$ cat config.mk
export PLATFORM = sky130hd
export DESIGN_NAME = hazard_ctrl
export DESIGN_NICKNAME = d
export VERILOG_FILES = /design/src/rtl/mips_pkg.sv /design/src/rtl/sat_counter.sv /design/src/rtl/hazard_ctrl.sv
export SDC_FILE = /design/constraint.sdc
export NUM_CORES = 1
export LEC_CHECK = 0
export ABC_AREA = 1
export BUFFER_PORTS_ARGS = -buffer_cell sky130_fd_sc_hd__buf_2
export CAP_MARGIN = 20
export CELL_PAD_IN_SITES_DETAIL_PLACEMENT = 1
export CELL_PAD_IN_SITES_GLOBAL_PLACEMENT = 2
export CORE_UTILIZATION = 30
export CTS_CLUSTER_DIAMETER = 60
export DETAILED_ROUTE_END_ITERATION = 16
export PLACE_DENSITY = 0.82
export RECOVER_POWER = 25
export SLEW_MARGIN = 20
export SYNTH_ARGS = -nofsm -noshare
export SYNTH_HDL_FRONTEND = slang
export SYNTH_HIERARCHICAL = 1
export SYNTH_SLANG_ARGS = --single-unit
$ cat constraint.sdc
create_clock -name clk -period 2.49 [get_ports clk]
set_input_delay 0.498 -clock clk [delete_from_list [all_inputs] [get_ports clk]]
set_output_delay 0.498 -clock clk [all_outputs]
set_load 0.02 [all_outputs]
$ cat src/rtl/mips_pkg.sv
// Shared definitions for the MIPS pipeline hazard control slice.
// Holds the hazard FSM state encoding and the NOP instruction word that a
// flushed IF_ID register is cleared to.
package mips_pkg;

  typedef enum logic [1:0] {
    ST_RUN   = 2'd0,
    ST_FLUSH = 2'd1,
    ST_WAIT  = 2'd2,
    ST_BAD   = 2'd3
  } state_t;

  localparam logic [31:0] NOP = 32'h0000_0000;

endpackage

$ cat src/rtl/sat_counter.sv
// Saturating up-counter.
// Ports:
//   clk   - clock, counts on rising edge
//   rst_n - asynchronous active-low reset, clears the count
//   en    - increment enable
//   count - current value; holds at all ones once reached
module sat_counter #(
  parameter int unsigned W = 16
) (
  input  logic         clk,
  input  logic         rst_n,
  input  logic         en,
  output logic [W-1:0] count
);

  always_ff @(posedge clk or negedge rst_n) begin
    if (!rst_n) begin
      count <= '0;
    end else if (en && (count != '1)) begin
      count <= count + 1'b1;
    end
  end

endmodule

$ cat src/rtl/hazard_ctrl.sv
// Pipeline hazard controller: load-use stall, taken-branch flush and
// memory-not-ready freeze, with stall / flush statistics.
// Ports:
//   clk, rst_n             - clock, asynchronous active-low reset
//   id_rs, id_rt           - source registers of the IF_ID instruction
//   ex_memread, ex_rt      - ID_EX instruction is a load / its destination
//   branch_taken           - one-cycle pulse, branch resolved taken
//   mem_ready              - memories ready; low freezes the whole pipe
//   pc_we, ifid_we         - PC and IF_ID write enables
//   ifid_flush             - clear IF_ID to NOP at next edge
//   idex_bubble            - insert NOP into ID_EX at next edge
//   state                  - current FSM state encoding
//   stall_cnt, flush_cnt   - saturating statistics counters
module hazard_ctrl
  import mips_pkg::*;
#(
  parameter int unsigned FLUSH_CYCLES = 2,
  parameter int unsigned CNT_W        = 16
) (
  input  logic             clk,
  input  logic             rst_n,
  input  logic [4:0]       id_rs,
  input  logic [4:0]       id_rt,
  input  logic             ex_memread,
  input  logic [4:0]       ex_rt,
  input  logic             branch_taken,
  input  logic             mem_ready,
  output logic             pc_we,
  output logic             ifid_we,
  output logic             ifid_flush,
  output logic             idex_bubble,
  output logic [1:0]       state,
  output logic [CNT_W-1:0] stall_cnt,
  output logic [CNT_W-1:0] flush_cnt
);

  localparam logic [1:0] FC_FULL = 2'(FLUSH_CYCLES);
  localparam logic [1:0] FC_M1   = 2'(FLUSH_CYCLES - 1);

  state_t     state_q, state_d;
  logic [1:0] rem_q, rem_d;
  logic       pend_q, pend_d;
  // Set when a WAIT exit starts a brand-new redirect, so its first flush
  // cycle is counted; a resumed (interrupted) flush is not counted twice.
  logic       fresh_q, fresh_d;

  logic load_use;
  logic pc_we_c, ifid_we_c, ifid_flush_c, idex_bubble_c;
  logic flush_inc;

  assign load_use = ex_memread && (ex_rt != '0) &&
                    ((ex_rt == id_rs) || (ex_rt == id_rt));

  always_ff @(posedge clk or negedge rst_n) begin
    if (!rst_n) begin
      state_q <= ST_RUN;
      rem_q   <= '0;
      pend_q  <= 1'b0;
      fresh_q <= 1'b0;
    end else begin
      state_q <= state_d;
      rem_q   <= rem_d;
      pend_q  <= pend_d;
      fresh_q <= fresh_d;
    end
  end

  always_comb begin
    state_d       = state_q;
    rem_d         = rem_q;
    pend_d        = pend_q;
    fresh_d       = fresh_q;
    pc_we_c       = mem_ready;
    ifid_we_c     = mem_ready;
    ifid_flush_c  = 1'b0;
    idex_bubble_c = 1'b0;
    flush_inc     = 1'b0;

    unique case (state_q)
      ST_RUN: begin
        if (!mem_ready) begin
          state_d = ST_WAIT;
          pend_d  = pend_q | branch_taken;
        end else if (branch_taken) begin
          ifid_flush_c  = 1'b1;
          idex_bubble_c = 1'b1;
          flush_inc     = 1'b1;
          if (FLUSH_CYCLES > 1) begin
            state_d = ST_FLUSH;
            rem_d   = FC_M1;
          end else begin
            rem_d = '0;
          end
        end else if (load_use) begin
          pc_we_c       = 1'b0;
          ifid_we_c     = 1'b0;
          idex_bubble_c = 1'b1;
        end
      end

      ST_FLUSH: begin
        if (!mem_ready) begin
          state_d = ST_WAIT;
          pend_d  = pend_q | branch_taken;
        end else begin
          ifid_flush_c  = 1'b1;
          idex_bubble_c = 1'b1;
          flush_inc     = fresh_q;
          fresh_d       = 1'b0;
          if (rem_q <= 2'd1) begin
            rem_d   = '0;
            state_d = ST_RUN;
          end else begin
            rem_d = rem_q - 2'd1;
          end
        end
      end

      ST_WAIT: begin
        // Exit cycle stays frozen too; the redirect starts next cycle.
        pc_we_c   = 1'b0;
        ifid_we_c = 1'b0;
        if (!mem_ready) begin
          pend_d = pend_q | branch_taken;
        end else begin
          pend_d = 1'b0;
          if (pend_q || branch_taken) begin
            state_d = ST_FLUSH;
            rem_d   = FC_FULL;
            fresh_d = 1'b1;
          end else if (rem_q != '0) begin
            state_d = ST_FLUSH;
          end else begin
            state_d = ST_RUN;
          end
        end
      end

      default: begin
        state_d = ST_RUN;
        rem_d   = '0;
        pend_d  = 1'b0;
        fresh_d = 1'b0;
      end
    endcase
  end

  // Reset forces the free-running pass-through outputs regardless of inputs.
  assign pc_we       = rst_n ? pc_we_c       : 1'b1;
  assign ifid_we     = rst_n ? ifid_we_c     : 1'b1;
  assign ifid_flush  = rst_n ? ifid_flush_c  : 1'b0;
  assign idex_bubble = rst_n ? idex_bubble_c : 1'b0;
  assign state       = state_q;

  sat_counter #(.W(CNT_W)) u_stall_cnt (
    .clk   (clk),
    .rst_n (rst_n),
    .en    (~pc_we),
    .count (stall_cnt)
  );

  sat_counter #(.W(CNT_W)) u_flush_cnt (
    .clk   (clk),
    .rst_n (rst_n),
    .en    (flush_inc),
    .count (flush_cnt)
  );

endmodule

# == Word level (Yosys, flattened, before mapping) ==
# Cells that the tools add are included.
# W data, S select, Z words.
# classes
n_addsub,3
magnitude_cmp,1
eq_ne,14
n_mux,38
bitwise,3
n_reduce_logical,13
# ops
op,count
$add A16 B1 Y16 const B,2
$ne A16 B16 Y1 const B,2
$mux W1,20
$mux W2,10
$ne A2 B2 Y1 const B,6
$pmux W2 S3,2
$eq A5 B5 Y1,2
$pmux W1 S2,5
$ne A3 B3 Y1 const B,2
$reduce_and A5 Y1,1
$reduce_bool A5 Y1,1
$logic_and A1 B1 Y1,4
$reduce_and A4 Y1,1
$pmux W1 S3,1
$reduce_and A3 Y1,1
$eq A2 B1 Y1 const B,1
$eq A2 B2 Y1 const B,1
$le A2 B1 Y1 const B,1
$logic_not A2 Y1,1
$logic_or A1 B1 Y1,2
$not A1 Y1,2
$reduce_bool A2 Y1,1
$reduce_or A2 Y1,1
$sub A2 B1 Y2 const B,1
$or A1 B1 Y1,1
# totals
ff_bits,38
out_inout_bits,38
word_cells,78

# == Depth between registers and ports, before layout ==
# Gate-level depths: netlist (run 1).
# depth
word_depth,10
mapped_depth,15
mapped_depth_nobuf,15

# == Modules after synthesis ==
# Netlist (run 1), hierarchy kept.
# modules_own_cells
module,n_inst,cells_per_inst,area_per_inst_um2,seq_area_each_um2
sat_counter at u_stall_cnt,1,163,1069.8,400.4
sat_counter at u_flush_cnt,1,149,1058.5,400.4
hazard_ctrl,1,105,584.3,150.1

# == Worst setup path before layout (run 1) ==
# OpenSTA, ideal clock, no wires.
# synth_timing
kind,input port to flip-flop
start,input port id_rs[2]
end,register u_stall_cnt.count[15]
setup_ps,117
arrival_ps,1735
t_required_ps,2373
slack_ps,638
stages,15
path_buffers,0
path_cell_list,inv_1 -> nand2_1 -> nand2_1 -> nor2_1 -> nand3_1 -> nand2_1 -> nand2_1 -> a21oi_1 -> inv_1 -> nor2_1 -> nand3_1 -> nor2_1 -> nand2_1 -> nand2_1 -> nand2_1
# synth_between
elab_chain_cells,10
# synth_lines
element,line,source
"start, declared",hazard_ctrl.sv:22,"input logic [4:0] id_rs,"
$eq A5 B5 Y1,hazard_ctrl.sv:52,((ex_rt == id_rs) || (ex_rt == id_rt));
$logic_or A1 B1 Y1,hazard_ctrl.sv:52,
$logic_and A1 B1 Y1,hazard_ctrl.sv:51,assign load_use = ex_memread && (ex_rt != '0) &&
$mux W1,hazard_ctrl.sv:94,end else if (load_use) begin
$mux W1,hazard_ctrl.sv:84,end else if (branch_taken) begin
$mux W1,hazard_ctrl.sv:81,if (!mem_ready) begin
$pmux W1 S2,hazard_ctrl.sv:79,unique case (state_q)
$mux W1,hazard_ctrl.sv:149,assign pc_we = rst_n ? pc_we_c : 1'b1;
$not A1 Y1,hazard_ctrl.sv:158,".en (~pc_we),"
$logic_and A1 B1 Y1,sat_counter.sv:19,end else if (en && (count != '1)) begin
"end signal, assigned",sat_counter.sv:20,count <= count + 1'b1;
"end, declared",sat_counter.sv:13,output logic [W-1:0] count
# No other way between the ends.
# A chain may end at the register's enable or synchronous reset.

# == Worst setup path in the final report (run 1) ==
# layout_timing
start,input port rst_n
end,output port ifid_we
# layout_between
elab_chain_cells,1
# layout_lines
element,line,source
"start, declared",hazard_ctrl.sv:21,"input logic rst_n,"
$mux W1,hazard_ctrl.sv:150,assign ifid_we = rst_n ? ifid_we_c : 1'b1;
"end, declared",hazard_ctrl.sv:29,"output logic ifid_we,"
# No other way between the ends.

==> results of run 1 <==
## worst paths after layout
check,cells past startpoint,slack [ns],start,to
min,3,0.52,branch_taken,pend_q
max reg2reg,13,0.57,state[0],u_stall_cnt/count[15]
min in group asynchronous,2,0.55,rst_n,pend_q
max in group asynchronous,3,0.75,rst_n,u_stall_cnt/count[10]
max,6,0.30,rst_n,ifid_we
min reg2reg,2,0.53,u_stall_cnt/count[15],u_stall_cnt/count[15]
## metal layers
| metal | share of wire | track usage | wire length [µm] | vias up |
|---|---|---|---|---|
| met3 | 0.028 | 0.0295 | 208 | 5 |
| met5 | 0 | 0 | 0 | - |
| li1 | - | - | - | 1418 |
| met2 | 0.52 | 0.320 | 3940 | 30 |
| met4 | 0.0045 | 0.0344 | 34 | 0 |
| met1 | 0.45 | 0.212 | 3380 | 1319 |
## final cells by class
cell class,instances,area share
Clock buffer,6,0.0258
Clock inverter,2,0.00390
Inverter,60,0.0703
Multi-Input combinational cell,315,0.463
Sequential cell,38,0.297
Tap cell,108,0.0422
Timing Repair Buffer,61,0.0980
## report_power, final
part	internal, mW	switching [mW]
Clock	0.223	0.245
Sequential	0.741	0.184
Combinational	0.278	0.525
Total	1.24	0.954
## cell families (layout without fill, tap and decap cells)
family / count (synthesis) / after routing / synth area share
and+or+nand+nor: 275 / 275 / 0.444
buffers and inverters: 64 / 129 / 0.0982
DFF: 38 / 38 / 0.351
AOI/OAI and AO/OA: 27 / 27 / 0.0623
xor gates and xnor gates: 11 / 11 / 0.0355
adders and majority gates: 2 / 2 / 0.00922
## state kept, by name, indices dropped and copies added, names as in the netlist
register,cells
fresh_q,1
state,2
rem_q,2
u_flush_cnt/count,16
u_stall_cnt/count,16
pend_q,1
## worst max-delay path, cell delays in order
cell	delay (ns)
dlygate4sd3_1	0.52
clkbuf_1	0.19
nand3_1	0.16
inv_1	0.08
nand2_1	0.07
buf_2	0.16
## cells in the mapped netlist
cell / n / area, µm²
xor2_1: 3 / 26.3
buf_4: 1 / 7.51
nand2_2: 7 / 43.8
buf_6: 3 / 33.8
o21ai_1: 3 / 15.0
a21oi_1: 7 / 35.0
ha_1: 2 / 25.0
nand2_4: 1 / 11.3
inv_2: 6 / 22.5
nand2_1: 171 / 642
nor2_2: 9 / 56.3
o21ai_0: 9 / 45.0
nand4_1: 13 / 81.3
a31oi_1: 1 / 6.26
nand4_4: 1 / 21.3
nand3_1: 23 / 115
a22o_1: 1 / 8.76
o21ai_2: 4 / 35.0
o31ai_1: 1 / 7.51
dfrtp_1: 38 / 951
nor3_1: 1 / 5.00
o21ai_4: 1 / 16.3
inv_1: 54 / 203
nand3b_1: 2 / 15.0
nor2_4: 5 / 56.3
xnor2_1: 8 / 70.1
nor2_1: 42 / 158
## per-stage QoR
step | instances | hold slack [ns] | utilization
floorplan | 417 | 0.202 | -
global placement | 581 | 0.309 | 0.357
detailed placement | 581 | 0.303 | 0.357
CTS | 590 | 0.510 | 0.369
global route | 590 | 0.561 | 0.367
finish | 590 | 0.524 | 0.367
==> impl_metrics.csv, run 1 <==
group,metric,value,unit
yosys,synthesis.nets,439,
floorplanning,fp.dieW,97.1,µm
critical_path,end_kind,"primary output",
sta,drv_slew,0,
floorplanning,io_pins,58,
floorplanning,die_y,97.1,µm
yosys,ys_seq_area_frac,0.351,
place,place_congestion,0.776,
status,status,"finished clean",
global_routing,grt_pass1_wl,13.5,mm
clock_network,cts_root_buffer,"clkbuf_8",
yosys,ys_seq_elements,38,
finish,n_fill_cell,1156,
finish,mostFrequentLayoutCell,"nand2_1",
clock_network,worstSkewPairLatency,0.29,ns
clock_network,numCtsBuffers,5,
global_routing,gr-total-overflow,0,
place,numPortBuffers,57,
clock_network,clock_path_buffers,2,
yosys,avgSynthCellArea,6.51,µm²
sta,maxSlewHeadroom,0.355,
floorplanning,core,8720,µm²
critical_path,cp-start-kind,"primary input",
finish,drive_gt1_frac,0.205,
sta,final_hold_viol_count,0,
detailed_routing,firstDrtPassIters,4,
power,finalPower,2.20,mW
clock_network,cts_resized,0,
finish,final_cell_mix,"nand2_1, buf_2, inv_1",
yosys,synth_cells,417,
job,cap_violations,0,
finish,syn2layout_area_growth,18.1,%
global_routing,antenna_found_initial,0,
clock_network,cts.clk_slew.worst_paths,0.09,ns
detailed_routing,wirelength,7.56,mm
sta,max_clock_freq,457,MHz
critical_path,arrival,1.69,ns
floorplanning,num_rows,34,
sta,fin_setup_tns,0,ns
sta,finClkSkew,0.0107,ns
place,dp_slack,0.334,ns
place,placed_area,3110,µm²
critical_path,critPathMaxFanout,4,
worst_hold_path,holdCritPathClass,"primary input to flop",
floorplanning,start_util,0.311,
yosys,netlist_area,2710,µm²
critical_path,critical_path_required,1.99,ns
detailed_routing,drt_iter0_markers,55,
finish,nets,503,
detailed_routing,drc_errors,0,
sta,rsz0062_at_grt,"no",
sta,tightest_slew,0.967,ns
sta,layout_setup_ws,0.301,ns
finish,multiInputGateArea,1480,µm²
global_routing,gr-usage-all-layers,0.174,
clock_network,cts.htree.levels,2,
critical_path,path_class,"primary input to primary output",
finish,diodes,0,
detailed_routing,wire_per_inst,12.8,µm
yosys,yosysUniqueCellTypes,27,
detailed_routing,via_per_inst,4.70,
detailed_routing,via_count,2772,
global_routing,grt_max_degree,38,
detailed_routing,drtAntennaViolNets,0,
power,vdd_drop_max,0.000416,V
place,dp_hpwl,5.98,mm
finish,seqCellArea,951,µm²
clock_network,hold_buffers,1,
clock_network,cts_setup_buffers,0,
clock_network,tritoncts,"yes",
sta,finalCritPeriodShare,0.879,
clock_network,cts.sinks,38,
power,pwr_density_cell,685,nW/µm²
sta,setup_viol,0,
sta,period_minus_slack,2.19,ns
floorplanning,dieArea,9430,µm²
global_routing,grt_pass1_vias,2894,
power,p_leak,1.68,nW
finish,final_area,3200,µm²
yosys,synth.yosys.warnings,6,
Note: power is estimated with default switching activity, not from simulation.
==> inputs of run 2 (changes only) <==
--- a/config.mk
+++ b/config.mk
@@ -13,6 +13,7 @@
 export CORE_UTILIZATION = 30
 export CTS_CLUSTER_DIAMETER = 60
 export DETAILED_ROUTE_END_ITERATION = 16
+export MAX_ROUTING_LAYER = met4
 export PLACE_DENSITY = 0.82
 export RECOVER_POWER = 25
 export SLEW_MARGIN = 20
==> run 2 against run 1 <==
  * Worst hold slack about the same
  * Highest routed layer unchanged
  * Via count rose by 0.29%
  * Routed wire length grew 0.32%
  * Clock-buffer cell count did not move
  * Design area unchanged
  * Non-clock buffer count unchanged
==> impl_metrics.csv, run 2 (synthesis results as in run 1) <==
group,metric,value,unit
floorplanning,start_util,0.311,
clock_network,cts_root_buffer,"clkbuf_8",
critical_path,critical_path_required,1.99,ns
finish,nets,503,
critical_path,cp-start-kind,"primary input",
floorplanning,io_pins,58,
floorplanning,core,8720,µm²
clock_network,hold_buffers,1,
place,numPortBuffers,57,
critical_path,arrival,1.69,ns
sta,setup_viol,0,
critical_path,worstSetupStartpoint,"rst_n",
global_routing,antenna_found_initial,0,
critical_path,path_class,"primary input to primary output",
critical_path,end_kind,"primary output",
sta,tightest_slew,0.967,ns
global_routing,grt_max_degree,38,
place,dp_hpwl,5.98,mm
job,cap_violations,0,
global_routing,gr-total-overflow,0,
finish,n_fill_cell,1156,
clock_network,tritoncts,"yes",
global_routing,grt_pass1_vias,2899,
worst_hold_path,holdCritPathClass,"primary input to flop",
sta,fin_hold_ws,0.524,ns
critical_path,r2r_start,"state[0]",
place,place_congestion,0.787,
finish,multiInputGateArea,1480,µm²
floorplanning,fp.dieW,97.1,µm
global_routing,gr-usage-all-layers,0.179,
clock_network,worstSkewPairLatency,0.29,ns
detailed_routing,drc_errors,0,
sta,period_minus_slack,2.19,ns
finish,drive_gt1_frac,0.205,
clock_network,cts.clk_slew.worst_paths,0.09,ns
place,placed_area,3110,µm²
power,finalPower,2.20,mW
critical_path,reg2reg_slack,0.56,ns
sta,fin_setup_tns,0,ns
floorplanning,dieArea,9430,µm²
finish,seqCellArea,951,µm²
finish,final_cell_mix,"nand2_1, buf_2, inv_1",
finish,diodes,0,
power,pwr_density_cell,686,nW/µm²
sta,rsz0062_at_grt,"no",
clock_network,numCtsBuffers,5,
sta,final_hold_viol_count,0,
detailed_routing,via_count,2780,
status,status,"finished clean",
detailed_routing,via_per_inst,4.71,
clock_network,cts.htree.levels,2,
power,p_leak,1.68,nW
finish,final_area,3200,µm²
detailed_routing,firstDrtPassIters,4,
sta,maxSlewHeadroom,0.355,
floorplanning,num_rows,34,
detailed_routing,drtAntennaViolNets,0,
detailed_routing,drt_iter0_markers,56,
finish,syn2layout_area_growth,18.1,%
power,vdd_drop_max,0.000416,V
finish,mostFrequentLayoutCell,"nand2_1",
clock_network,cts_resized,0,
critical_path,critPathMaxFanout,4,
detailed_routing,wire_per_inst,12.8,µm
clock_network,clock_path_buffers,2,
detailed_routing,wirelength,7.58,mm
sta,finalCritPeriodShare,0.879,
global_routing,grt_pass1_wl,13.5,mm
sta,finClkSkew,0.0107,ns
clock_network,cts.sinks,38,
sta,max_clock_freq,457,MHz
worst_hold_path,hold_start,"branch_taken",
sta,drv_slew,0,
clock_network,cts_setup_buffers,0,
finish,reg.largest.list,"u_flush_cnt/count: 16 flops, u_stall_cnt/count: 16 flops",
floorplanning,die_y,97.1,µm
-- run 2: through the flow --
stage	setup WS, ns	std cells	util
2_1_floorplan	0.638	417	-
3_3_place_gp	0.394	581	0.357
3_5_place_dp	0.334	581	0.357
4_1_cts	0.352	590	0.369
5_1_grt	0.171	590	0.367
6_report	0.301	590	0.367
-- run 2: layout make-up --
type,instances,share of cell area
inverter,60,0.0703
tap,108,0.0422
clock inverter,2,0.00390
timing repair buffer,61,0.0980
multi-input combinational,315,0.463
sequential,38,0.297
clock buffer,6,0.0258
-- run 2: worst max-delay path, cell delays in order --
cell and delay (ns):
dlygate4sd3_1 0.52, clkbuf_1 0.19, nand3_1 0.16, inv_1 0.08
nand2_1 0.07, buf_2 0.16
-- run 2: report_power, final --
group / internal [mW] / total, mW / leakage, nW / switching [mW]
Clock: 0.223 / 0.469 / 0.0472 / 0.246
Combinational: 0.278 / 0.803 / 1.14 / 0.525
Sequential: 0.741 / 0.925 / 0.488 / 0.184
-- run 2: per-layer routing --
metal	wire length, µm	GRT usage
met5	0	-
met4	26	0.0344
met3	181	0.0266
met2	3950	0.320
met1	3430	0.214
-- run 2: worst paths after layout --
check / to / depth (start not counted)
max: ifid_we / 6
min: pend_q / 3
max reg2reg: u_stall_cnt/count[15] / 13
min reg2reg: u_stall_cnt/count[15] / 2
max in group asynchronous: u_stall_cnt/count[10] / 3
min in group asynchronous: pend_q / 2
